[src/rtl/pkt_pkg.sv]
// Shared types and limits for the packet byte/word blocks.
package pkt_pkg;

    typedef enum logic [1:0] {
        IDLE     = 2'd0,
        FILL     = 2'd1,
        EOP_PEND = 2'd2
    } b2w_state_t;

    localparam int PKT_MAX_BYTES = 8;

endpackage

[src/rtl/pkt_bytes_to_words_n_if.sv]
// Word-side packet stream: data beats and a separate eop beat under one valid/ready pair.
// PKT_B2W_KEEP_EN adds a per-lane keep vector.
interface pkt_bytes_to_words_n_if #(
    parameter int BYTES = 4,
    parameter int CW    = 12
) ();
    logic [8*BYTES-1:0] data;
    logic [CW-1:0]      bytecount;
    logic               valid;
    logic               eop;
    logic               err;
    logic               ready;
`ifdef PKT_B2W_KEEP_EN
    logic [BYTES-1:0]   keep;
`endif

    modport master (
`ifdef PKT_B2W_KEEP_EN
        output keep,
`endif
        output data, bytecount, valid, eop, err,
        input  ready
    );

    modport slave (
`ifdef PKT_B2W_KEEP_EN
        input  keep,
`endif
        input  data, bytecount, valid, eop, err,
        output ready
    );
endinterface

[src/rtl/pkt_out_slot.sv]
// Single-entry valid/ready holding register; loads and drains in the same cycle when ready=1.
// free tells the producer a load this cycle will not overwrite an unaccepted beat.
module pkt_out_slot #(
    parameter int W = 8
) (
    input  logic         clk,
    input  logic         rst_n,
    input  logic         load,
    input  logic         load_valid,
    input  logic         load_eop,
    input  logic [W-1:0] load_payload,
    input  logic         ready,
    output logic         valid,
    output logic         eop,
    output logic [W-1:0] payload,
    output logic         free
);

    assign free = !(valid || eop) || ready;

    always_ff @(posedge clk) begin
        if (!rst_n) begin
            valid   <= 1'b0;
            eop     <= 1'b0;
            payload <= '0;
        end else if (load) begin
            valid   <= load_valid;
            eop     <= load_eop;
            payload <= load_payload;
        end else if (ready) begin
            // Clear on drain so idle outputs read as zero.
            valid   <= 1'b0;
            eop     <= 1'b0;
            payload <= '0;
        end
    end

endmodule

[src/rtl/pkt_bytes_to_words_n.sv]
// Packs an eop-framed byte stream into BYTES-wide words with running count, then a separate eop beat.
// Optional keep output under PKT_B2W_KEEP_EN.
module pkt_bytes_to_words_n
    import pkt_pkg::*;
#(
    parameter int BYTES     = 4,
    parameter int CW        = 12,
    parameter int MSB_FIRST = 0
) (
    input  logic       clk,
    input  logic       rst_n,
    input  logic [7:0] rxdata,
    input  logic       rxvalid,
    input  logic       rxeop,
    output logic       rxready,
    pkt_bytes_to_words_n_if.master words
);

    localparam int W  = 8 * BYTES;
    localparam int LW = $clog2(BYTES);
`ifdef PKT_B2W_KEEP_EN
    localparam int PW = W + CW + 1 + BYTES;
`else
    localparam int PW = W + CW + 1;
`endif
    localparam logic [1:0]    ST_IDLE  = IDLE;
    localparam logic [1:0]    ST_FILL  = FILL;
    localparam logic [1:0]    ST_PEND  = EOP_PEND;
    localparam logic [CW-1:0] CNT_MAX  = '1;

    generate
        if (BYTES < 2 || BYTES > PKT_MAX_BYTES || CW < 8 || CW > 16) begin : g_bad_param
            $error("pkt_bytes_to_words_n: BYTES must be 2..8 and CW 8..16");
        end
    endgenerate

    logic [1:0]    state;
    logic [W-1:0]  asm_word;
    logic [LW-1:0] lane;
    logic [CW-1:0] count;
    logic          ovf;

    logic          in_idle, in_fill, in_pend;
    logic [LW-1:0] cur_lane;
    int            pos;
    logic          completes;
    logic [W-1:0]  word_nxt;
    logic [CW-1:0] count_nxt;
    logic          ovf_nxt;
    logic          slot_free, acc_byte, acc_eop;
    logic          load, load_valid, load_eop, load_err;
    logic [W-1:0]  load_data;
    logic [CW-1:0] load_cnt;
    logic [PW-1:0] load_pl, slot_pl;
`ifdef PKT_B2W_KEEP_EN
    logic [BYTES-1:0] asm_keep, keep_nxt, load_keep;
`endif

    always_comb begin
        in_idle   = (state == ST_IDLE);
        in_fill   = (state == ST_FILL);
        in_pend   = (state == ST_PEND);
        cur_lane  = in_idle ? '0 : lane;
        completes = (cur_lane == LW'(BYTES - 1));
        pos       = (MSB_FIRST != 0) ? (BYTES - 1 - int'(cur_lane)) : int'(cur_lane);
        word_nxt  = (in_idle ? '0 : asm_word) | (W'(rxdata) << (8 * pos));
`ifdef PKT_B2W_KEEP_EN
        keep_nxt  = (in_idle ? '0 : asm_keep) | (BYTES'(1) << pos);
`endif
        // Saturating count; the byte that would exceed CNT_MAX raises the sticky flag.
        count_nxt = in_idle ? CW'(1) : ((count == CNT_MAX) ? count : count + CW'(1));
        ovf_nxt   = !in_idle && (ovf || (count == CNT_MAX));

        rxready   = rst_n && !in_pend &&
                    !(((rxvalid && completes) || (rxeop && in_fill)) && !slot_free);
        acc_byte  = rxvalid && rxready;
        acc_eop   = rxeop && rxready;

        load       = 1'b0;
        load_valid = 1'b0;
        load_eop   = 1'b0;
        load_err   = 1'b0;
        load_data  = '0;
        load_cnt   = '0;
`ifdef PKT_B2W_KEEP_EN
        load_keep  = '0;
`endif
        if (acc_byte && completes) begin
            load       = 1'b1;
            load_valid = 1'b1;
            load_data  = word_nxt;
            load_cnt   = count_nxt;
`ifdef PKT_B2W_KEEP_EN
            load_keep  = keep_nxt;
`endif
        end else if (acc_eop && in_fill && (lane != '0)) begin
            load       = 1'b1;
            load_valid = 1'b1;
            load_data  = asm_word;
            load_cnt   = count;
`ifdef PKT_B2W_KEEP_EN
            load_keep  = asm_keep;
`endif
        end else if ((acc_eop && in_fill) || (in_pend && slot_free)) begin
            load       = 1'b1;
            load_eop   = 1'b1;
            load_err   = ovf;
            load_cnt   = count;
        end
    end

    always_ff @(posedge clk) begin
        if (!rst_n) begin
            state    <= ST_IDLE;
            asm_word <= '0;
            lane     <= '0;
            count    <= '0;
            ovf      <= 1'b0;
`ifdef PKT_B2W_KEEP_EN
            asm_keep <= '0;
`endif
        end else if (acc_byte) begin
            state    <= ST_FILL;
            lane     <= completes ? '0 : cur_lane + LW'(1);
            asm_word <= completes ? '0 : word_nxt;
            count    <= count_nxt;
            ovf      <= ovf_nxt;
`ifdef PKT_B2W_KEEP_EN
            asm_keep <= completes ? '0 : keep_nxt;
`endif
        end else if (acc_eop && in_fill) begin
            asm_word <= '0;
            lane     <= '0;
`ifdef PKT_B2W_KEEP_EN
            asm_keep <= '0;
`endif
            if (lane != '0) begin
                state <= ST_PEND;
            end else begin
                state <= ST_IDLE;
                count <= '0;
                ovf   <= 1'b0;
            end
        end else if (in_pend && slot_free) begin
            state <= ST_IDLE;
            count <= '0;
            ovf   <= 1'b0;
        end
    end

`ifdef PKT_B2W_KEEP_EN
    assign load_pl = {load_data, load_cnt, load_err, load_keep};
    assign {words.data, words.bytecount, words.err, words.keep} = slot_pl;
`else
    assign load_pl = {load_data, load_cnt, load_err};
    assign {words.data, words.bytecount, words.err} = slot_pl;
`endif

    pkt_out_slot #(.W(PW)) u_slot (
        .clk          (clk),
        .rst_n        (rst_n),
        .load         (load),
        .load_valid   (load_valid),
        .load_eop     (load_eop),
        .load_payload (load_pl),
        .ready        (words.ready),
        .valid        (words.valid),
        .eop          (words.eop),
        .payload      (slot_pl),
        .free         (slot_free)
    );

endmodule

[src/flat_wrapper.sv]
// flat-port wrapper written by rule: the top's interface ports become plain ports
module pkt_bytes_to_words_n_flat import pkt_pkg::*;
#(
    parameter int BYTES     = 4,
    parameter int CW        = 12,
    parameter int MSB_FIRST = 0
)
  (clk, rst_n, rxdata, rxvalid, rxeop, rxready, words_data, words_bytecount, words_valid, words_eop, words_err, words_ready);
  pkt_bytes_to_words_n_if #(.BYTES(BYTES), .CW(CW)) words_i ();
  input  logic clk;
  input  logic rst_n;
  input  logic [7:0] rxdata;
  input  logic rxvalid;
  input  logic rxeop;
  output logic rxready;
  output wire logic [$bits(words_i.data)-1:0] words_data;
  output wire logic [$bits(words_i.bytecount)-1:0] words_bytecount;
  output wire logic [$bits(words_i.valid)-1:0] words_valid;
  output wire logic [$bits(words_i.eop)-1:0] words_eop;
  output wire logic [$bits(words_i.err)-1:0] words_err;
  input wire logic [$bits(words_i.ready)-1:0] words_ready;
  assign words_data = words_i.data;
  assign words_bytecount = words_i.bytecount;
  assign words_valid = words_i.valid;
  assign words_eop = words_i.eop;
  assign words_err = words_i.err;
  assign words_i.ready = words_ready;
  pkt_bytes_to_words_n #(.BYTES(BYTES), .CW(CW), .MSB_FIRST(MSB_FIRST)) u_core (.clk(clk), .rst_n(rst_n), .rxdata(rxdata), .rxvalid(rxvalid), .rxeop(rxeop), .rxready(rxready), .words(words_i));
endmodule
[config.mk]
export PLATFORM = sky130hd
export DESIGN_NAME = pkt_bytes_to_words_n_flat
export DESIGN_NICKNAME = d
export VERILOG_FILES = /design/src/rtl/pkt_pkg.sv /design/src/rtl/pkt_bytes_to_words_n_if.sv /design/src/rtl/pkt_out_slot.sv /design/src/rtl/pkt_bytes_to_words_n.sv /design/src/flat_wrapper.sv
export SDC_FILE = /design/constraint.sdc
export NUM_CORES = 1
export LEC_CHECK = 0
export CAP_MARGIN = 20
export CELL_PAD_IN_SITES_DETAIL_PLACEMENT = 0
export CELL_PAD_IN_SITES_GLOBAL_PLACEMENT = 1
export CORE_MARGIN = 5
export CORE_UTILIZATION = 41
export DETAILED_ROUTE_END_ITERATION = 10
export PLACE_DENSITY_LB_ADDON = 0.1
export SKIP_LAST_GASP = 1
export SLEW_MARGIN = 15
export SYNTH_ARGS = -nofsm -noshare
export SYNTH_HDL_FRONTEND = slang
export SYNTH_SLANG_ARGS = --single-unit
[constraint.sdc]
create_clock -name clk -period 3.1 [get_ports clk]
set_input_delay 0.775 -clock clk [delete_from_list [all_inputs] [get_ports clk]]
set_output_delay 0.775 -clock clk [all_outputs]
set_load 0.1 [all_outputs]
# After elaboration in Yosys (flattened, before gate mapping)
# Cells that the tools add are included.
[word_totals] register_bits=96 latch_bits=0 mem_bits_rw=0 mem_bits_ro=0 inputBits=13 out_inout_bits=48 wordCells=91 memories=0
[op_classes] n_addsub=2 n_mul=0 n_div=0 order_cmp=0 eq_ne=5 shifts=1 n_mux=42 bitwise_logic=2 n_reduce_logical=30
[ops] cell="32-bit two-way mux" n=6
[ops] cell="12-bit two-way mux" n=9
[ops] cell="45-bit two-way mux" n=2
[ops] cell="32-bit OR" n=1
[ops] cell="8-bit by 5-bit left shift with 32-bit output" n=1
[ops] cell="1-bit two-way mux" n=18
[ops] cell="2-bit two-way mux" n=7
[ops] cell="12-bit by 1-bit adder with 12-bit output, second input constant" n=1
[ops] cell="12-bit == test, second input constant" n=1
[ops] cell="1-bit logical AND" n=12
[ops] cell="2-bit nonzero test" n=4
[ops] cell="1-bit zero test" n=5
[ops] cell="1-bit logical OR" n=5
[ops] cell="2-bit == test, second input constant" n=2
[ops] cell="3-bit by 2-bit != test with 1-bit output, second input constant" n=1
[ops] cell="3-bit nonzero test" n=1
[ops] cell="2-bit by 1-bit adder with 2-bit output, second input constant" n=1
[ops] cell="2-bit by 1-bit == test with 1-bit output, second input constant" n=1
[ops] cell="2-bit zero test" n=1
[ops] cell="2-bit AND reduction" n=1
[ops] cell="2-bit OR reduction" n=1
[ops] cell="1-bit NOT" n=1

# Longest topological paths before layout
# Gate-level depths: netlist of run 1.
[depth] ltp_word=15 depth_mapped=11 ltp_nobuf=8

# Modules after synthesis
# From an unflattened synthesis of run 1, not the netlist that was laid out.
[unflattened] hier_cells=594 hier_area_um2=5124.9
[modules_own_cells] mod="pkt_bytes_to_words_n" n_inst=1 cells_each=384 area_per_inst_um2=2947.8 seq_area_each_um2=980.9
[modules_own_cells] mod="pkt_out_slot" n_inst=1 cells_each=210 area_per_inst_um2=2177.1 seq_area_each_um2=940.9

# Least setup slack after synthesis of run 1
# OpenSTA, ideal clock, no wires.
[synth_path] kind="reg-to-output" start="register u_core.state[0]" end="output port rxready" arrival_ps=3354 t_required_ps=2325 slack_ps=-1029 path_stages_with_launch=8 path_buffers=1 path_cell_list="dfxtp_1 -> buf_6 -> nor2_1 -> nor2_1 -> ha_1 -> nand2_1 -> a21oi_1 -> nor3_1"
[synth_via] elab_chain_cells=8 word_cells_on_any_way=13 classes_between="eq/ne (3); mux (1); reduce/logical (9)"
[synth_rtl] element="from (decl)" line_no="pkt_bytes_to_words_n.sv:37" rtl="logic [1:0] state;"
[synth_rtl] element="from (signal assigned)" line_no="pkt_bytes_to_words_n.sv:114" rtl="state <= ST_IDLE;"
[synth_rtl] element="from (signal assigned)" line_no="pkt_bytes_to_words_n.sv:123" rtl="state <= ST_FILL;"
[synth_rtl] element="from (signal assigned)" line_no="pkt_bytes_to_words_n.sv:138" rtl="state <= ST_PEND;"
[synth_rtl] element="2-bit zero test" line_no="pkt_bytes_to_words_n.sv:60" rtl="in_idle = (state == ST_IDLE);"
[synth_rtl] element="2-bit two-way mux" line_no="pkt_bytes_to_words_n.sv:63" rtl="cur_lane = in_idle ? '0 : lane;"
[synth_rtl] element="2-bit == test" line_no="pkt_bytes_to_words_n.sv:64" rtl="completes = (cur_lane == LW'(BYTES - 1));"
[synth_rtl] element="1-bit logical AND" line_no="pkt_bytes_to_words_n.sv:75" rtl="!(((rxvalid && completes) || (rxeop && in_fill)) && !slot_free);"
[synth_rtl] element="1-bit logical OR" line_no="pkt_bytes_to_words_n.sv:75"
[synth_rtl] element="1-bit logical AND" line_no="pkt_bytes_to_words_n.sv:75"
[synth_rtl] element="1-bit zero test" line_no="pkt_bytes_to_words_n.sv:75"
[synth_rtl] element="1-bit logical AND (*)" line_no="pkt_bytes_to_words_n.sv:74" rtl="rxready = rst_n && !in_pend &&"
[synth_rtl] element="to (decl)" line_no="flat_wrapper.sv:15" rtl="output logic rxready;"
# Every way passes the cells marked *; elsewhere a longest branch is shown, timed or not.

# Final worst setup path of run 1
[layout_path] start="register u_core.lane[1]" end="output port rxready"
[layout_via] elab_chain_cells=7
[layout_rtl] element="from (decl)" line_no="pkt_bytes_to_words_n.sv:39" rtl="logic [LW-1:0] lane;"
[layout_rtl] element="from (signal assigned)" line_no="pkt_bytes_to_words_n.sv:124" rtl="lane <= completes ? '0 : cur_lane + LW'(1);"
[layout_rtl] element="2-bit two-way mux" line_no="pkt_bytes_to_words_n.sv:63"
[layout_rtl] element="2-bit == test" line_no="pkt_bytes_to_words_n.sv:64"
[layout_rtl] element="1-bit logical AND" line_no="pkt_bytes_to_words_n.sv:75"
[layout_rtl] element="1-bit logical OR" line_no="pkt_bytes_to_words_n.sv:75"
[layout_rtl] element="1-bit logical AND" line_no="pkt_bytes_to_words_n.sv:75"
[layout_rtl] element="1-bit zero test" line_no="pkt_bytes_to_words_n.sv:75"
[layout_rtl] element="1-bit logical AND" line_no="pkt_bytes_to_words_n.sv:74"
# No other way between the ends.

==> flow_summary.rst, run 1 <==
.. list-table::
   :header-rows: 1

   * - Metric
     - Value
   * - RSZ-0062 raised after global routing
     - no
   * - Max Buffers Root-to-Sink
     - 2
   * - Post-Route Hold Slack
     - 0.4580 ns
   * - FILL cells
     - 1,003
   * - Synthesized-area fraction occupied by xor and xnor cells
     - 0
   * - Post-route setup TNS
     - 0 ns
   * - Multiplexer share of the synthesized area
     - 0.007620
   * - Slew Viols, Final
     - 0
   * - DR iter-0 viols
     - 216
   * - Chip width
     - 112.0 µm
   * - Worst min path class
     - register to register
   * - Combined area of all synthesized cells
     - 0.004269 mm²
   * - Share of the clock period used by the worst path after layout
     - 0.9474
   * - Worst supply voltage drop on vdd
     - 0.2829 mV
   * - Number of post-CTS setup repair buffers
     - 0
   * - Initial Util
     - 0.4173
   * - Power share of the sequential group
     - 0.548
   * - Final setup violation count
     - 0
   * - Clock tree from TritonCTS
     - yes
   * - Overflow left after global routing
     - 0
   * - Area fraction in compound gates after synthesis
     - 0.2969
   * - Total nets after synthesis
     - 501
   * - Simple-gate area share of the yosys netlist
     - 0.1952
   * - Fraction of the yosys area taken by sequential cells
     - 0.4502
   * - Area share of fa/ha/maj cells after synthesis
     - 0.005862
   * - Clock tree root buffer cell
     - sky130_fd_sc_hd__clkbuf_8
   * - Post-route DRC violation count
     - 0
   * - Int Power
     - 1699 µW
   * - Most common cell after layout, fill and taps aside
     - sky130_fd_sc_hd__dfxtp_1
   * - Synthesis Warnings
     - 0
   * - Final RePlAce weighted congestion
     - 0.8675
   * - Total Die Area
     - 0.01255 mm²
   * - Routed WL
     - 12,450 µm
   * - Port buffer count
     - 60
   * - Clock transition time at the flip-flop clock pins of the worst setup and hold paths
     - 0.10 ns
   * - Shortest period the worst path allows
     - 2.937 ns
   * - Required time of the worst setup path
     - 2.32 ns
   * - Die outline height
     - 112.0 µm
   * - Power share of the clock group
     - 0.376
   * - Power per cell area
     - 438.5 mW/mm²
   * - Share of cells above drive strength 1
     - 0.2086
   * - Routed WL per cell
     - 17.99 µm
   * - Number of levels in the clock H-tree
     - 3
   * - Placement Rows
     - 37
   * - Number of synthesized flops with an enable pin
     - 0
   * - Number of hold-repair buffers added at the cts stage
     - 0
   * - Startpoint class of the critical path
     - register
   * - Setup Crit Path Kind
     - register to output port
   * - Layout area overhead
     - 21.95%
   * - Crit path capture type
     - output port
   * - Total clock buffers created by CTS
     - 9
   * - Total number of vias
     - 3,990
   * - ANT nets after route
     - 0
   * - Net switching power figure
     - 584.4 µW
   * - CTS-repair resized insts
     - 0
   * - WHS Endpoint
     - u_core.u_slot.payload[35]
   * - All-Layer GR Usage
     - 0.2014
   * - Register-to-Register Setup Slack
     - 0.55 ns
   * - HPWL after detailed placement
     - 8599 µm
   * - Count of cells along the worst hold path
     - 2
   * - Vias in the first global route
     - 3,967
   * - Dominant combinational cell family by area after synthesis
     - compound AO/OA/AOI/OAI gates
   * - Most used flip-flop cell after synthesis
     - sky130_fd_sc_hd__dfxtp_1
   * - Later-pin clock latency in the skew report
     - 0.38 ns
   * - Maximum achievable frequency
     - 0.3405 GHz
   * - Core Footprint
     - 0.01023 mm²
   * - HP Start
     - u_core.u_slot.payload[35]
   * - Global-route wire length before repair
     - 20,290 µm
   * - Worst Max-Slew Pin Slew
     - 0.8545 ns
   * - Final clock skew
     - 0.006418 ns
   * - Most frequent cells in the layout
     - sky130_fd_sc_hd__dfxtp_1 (95), sky130_fd_sc_hd__buf_4 (77), sky130_fd_sc_hd__nor2_1 (62)
   * - Source of the worst register-to-register timing path
     - u_core.lane[1]
   * - R2R cell count
     - 9
   * - Post-synth cell types
     - 65
   * - Post-synthesis instance total
     - 486
   * - Fin. Hold Viols
     - 0
   * - Leakage
     - 0.002001 µW
   * - First-pass detailed-route iteration total
     - 5
   * - Synth Register Bits
     - 96
   * - Maxcap violations
     - 0
   * - Ports
     - 61
   * - Switching power share of the total
     - 0.2560
   * - Antenna violations before repair
     - 0
   * - Worst-path fanout max
     - 8
   * - Reg2Reg Capture Point
     - u_core.u_slot.payload[22]
   * - Async set or reset register ratio after synthesis
     - 0
   * - Part of the power in combinational logic
     - 0.075
   * - Post-synthesis area per instance
     - 8.784 µm²
   * - Via/cell ratio
     - 5.766
   * - Pin count of the biggest net entering global routing
     - 55
   * - # nets final
     - 566
   * - Result of the run
     - completed
   * - Max-slew headroom at the worst pin
     - 0.4304
   * - TritonCTS sink count
     - 96
   * - Diode insertion count for antenna repair
     - 0
   * - Arrival time of data at the critical path endpoint
     - 2.16 ns
synth_stat cells, types with 8 or more instances:
| library cell | number | area (µm²) |
|---|---|---|
| sky130_fd_sc_hd__nand2_1 | 45 | 168.9 |
| sky130_fd_sc_hd__o21ai_0 | 15 | 75.07 |
| sky130_fd_sc_hd__o211ai_1 | 8 | 60.06 |
| sky130_fd_sc_hd__buf_2 | 9 | 45.04 |
| sky130_fd_sc_hd__a22oi_1 | 20 | 150.1 |
| sky130_fd_sc_hd__a21o_1 | 8 | 60.06 |
| sky130_fd_sc_hd__nor3_1 | 8 | 40.04 |
| sky130_fd_sc_hd__nor2_1 | 62 | 232.7 |
| sky130_fd_sc_hd__a21oi_1 | 40 | 200.2 |
| sky130_fd_sc_hd__nand3_1 | 16 | 80.08 |
| sky130_fd_sc_hd__a222oi_1 | 8 | 80.08 |
| sky130_fd_sc_hd__dfxtp_1 | 96 | 1922 |
| sky130_fd_sc_hd__buf_1 | 8 | 30.03 |
| sky130_fd_sc_hd__a22o_1 | 18 | 157.7 |
| sky130_fd_sc_hd__a2bb2oi_1 | 18 | 157.7 |
| sky130_fd_sc_hd__clkbuf_1 | 14 | 52.55 |
worst max-delay path, stage by stage (launching register included):
cell and delay (ns):
sky130_fd_sc_hd__dfxtp_1 0.49, sky130_fd_sc_hd__inv_1 0.15, sky130_fd_sc_hd__nor2_1 0.15, sky130_fd_sc_hd__ha_2 0.28, sky130_fd_sc_hd__nand2_1 0.15, sky130_fd_sc_hd__a21oi_1 0.28, sky130_fd_sc_hd__nor3_4 0.08, sky130_fd_sc_hd__buf_12 0.20
area by class of cell:
class,count,area [µm²],area share
clock buffer,10,137.6,0.02644
clock inverter,6,66.31,0.01274
inverter,5,18.77,0.003605
multi-input combinational,349,2172,0.4172
sequential,96,1923,0.3694
tap,136,170.2,0.03268
timing repair buffer,90,718.2,0.1379
through the flow:
stage               utilization  std cells  worst slack (ns)  area [µm²]  total power, µW
detailed placement       0.4886        676            0.1829        4999             1452
global placement         0.4886        676            0.2410        4999             1451
global route             0.5089        692           0.07406        5206             2386
finish                   0.5089        692            0.1630        5206             2283
floorplan                     -        486            0.2181        4280             1382
CTS                      0.5085        692           0.06091        5202             2311
sequential cells by signal (all words and copies together), names as in the netlist:
| name | count |
|---|---|
| u_core.u_slot.valid | 1 |
| u_core.state | 2 |
| u_core.u_slot.eop | 1 |
| u_core.count | 12 |
| u_core.asm_word | 32 |
| u_core.u_slot.payload | 45 |
| u_core.ovf | 1 |
| u_core.lane | 2 |
power groups by stage:
stage	combinational [µW]	clock, µW	sequential (µW)
after global placement	171	0	1280
after floorplan	100	0	1280
final	172	859	1250
after global routing	187	947	1250
after CTS	173	887	1250
after detailed placement	172	0	1280
worst max-delay path by stage:
| stage | startpoint | end | slack (ns) | depth (start not counted) |
|---|---|---|---|---|
| final | u_core.lane[1] | rxready | 0.16 | 7 |
| after global routing | u_core.lane[1] | rxready | 0.07 | 7 |
| after CTS | u_core.state[1] | rxready | 0.06 | 6 |
| after detailed placement | rxeop | u_core.u_slot.payload[8] | 0.18 | 7 |
| after global placement | words_ready | u_core.u_slot.payload[5] | 0.24 | 5 |
| after floorplan | u_core.state[0] | rxready | 0.22 | 7 |
logic make-up after synthesis:
family,Yosys count
simple gates,170
compound gates,174
fa+ha+maj,2
mux,3
flops,96
buf+inv,41
layer usage:
| metal | global-route usage | share of wire | vias up |
|---|---|---|---|
| li1 | - | - | 1944 |
| met1 | 0.2505 | 0.44 | 1919 |
| met2 | 0.3373 | 0.49 | 110 |
| met3 | 0.05067 | 0.052 | 17 |
| met4 | 0.07692 | 0.021 | 0 |
| met5 | 0 | 0 | - |
Power figures use the tool's default switching activity.
==> inputs of run 2 (changes only) <==
--- a/config.mk
+++ b/config.mk
@@ -11,6 +11,7 @@
 export CORE_MARGIN = 5
 export CORE_UTILIZATION = 41
 export DETAILED_ROUTE_END_ITERATION = 10
+export GPL_ROUTABILITY_DRIVEN = 0
 export PLACE_DENSITY_LB_ADDON = 0.1
 export SKIP_LAST_GASP = 1
 export SLEW_MARGIN = 15
==> results of run 2 <==
The final DEF is identical to that of run 1; final timing and power are the same.
==> inputs of run 3 (changes only) <==
--- a/config.mk
+++ b/config.mk
@@ -14,7 +14,7 @@
 export GPL_ROUTABILITY_DRIVEN = 0
 export PLACE_DENSITY_LB_ADDON = 0.1
 export SKIP_LAST_GASP = 1
-export SLEW_MARGIN = 15
+export SLEW_MARGIN = 20
 export SYNTH_ARGS = -nofsm -noshare
 export SYNTH_HDL_FRONTEND = slang
 export SYNTH_SLANG_ARGS = --single-unit
==> results of run 3 <==
The final DEF is identical to that of run 1; final timing and power are the same.
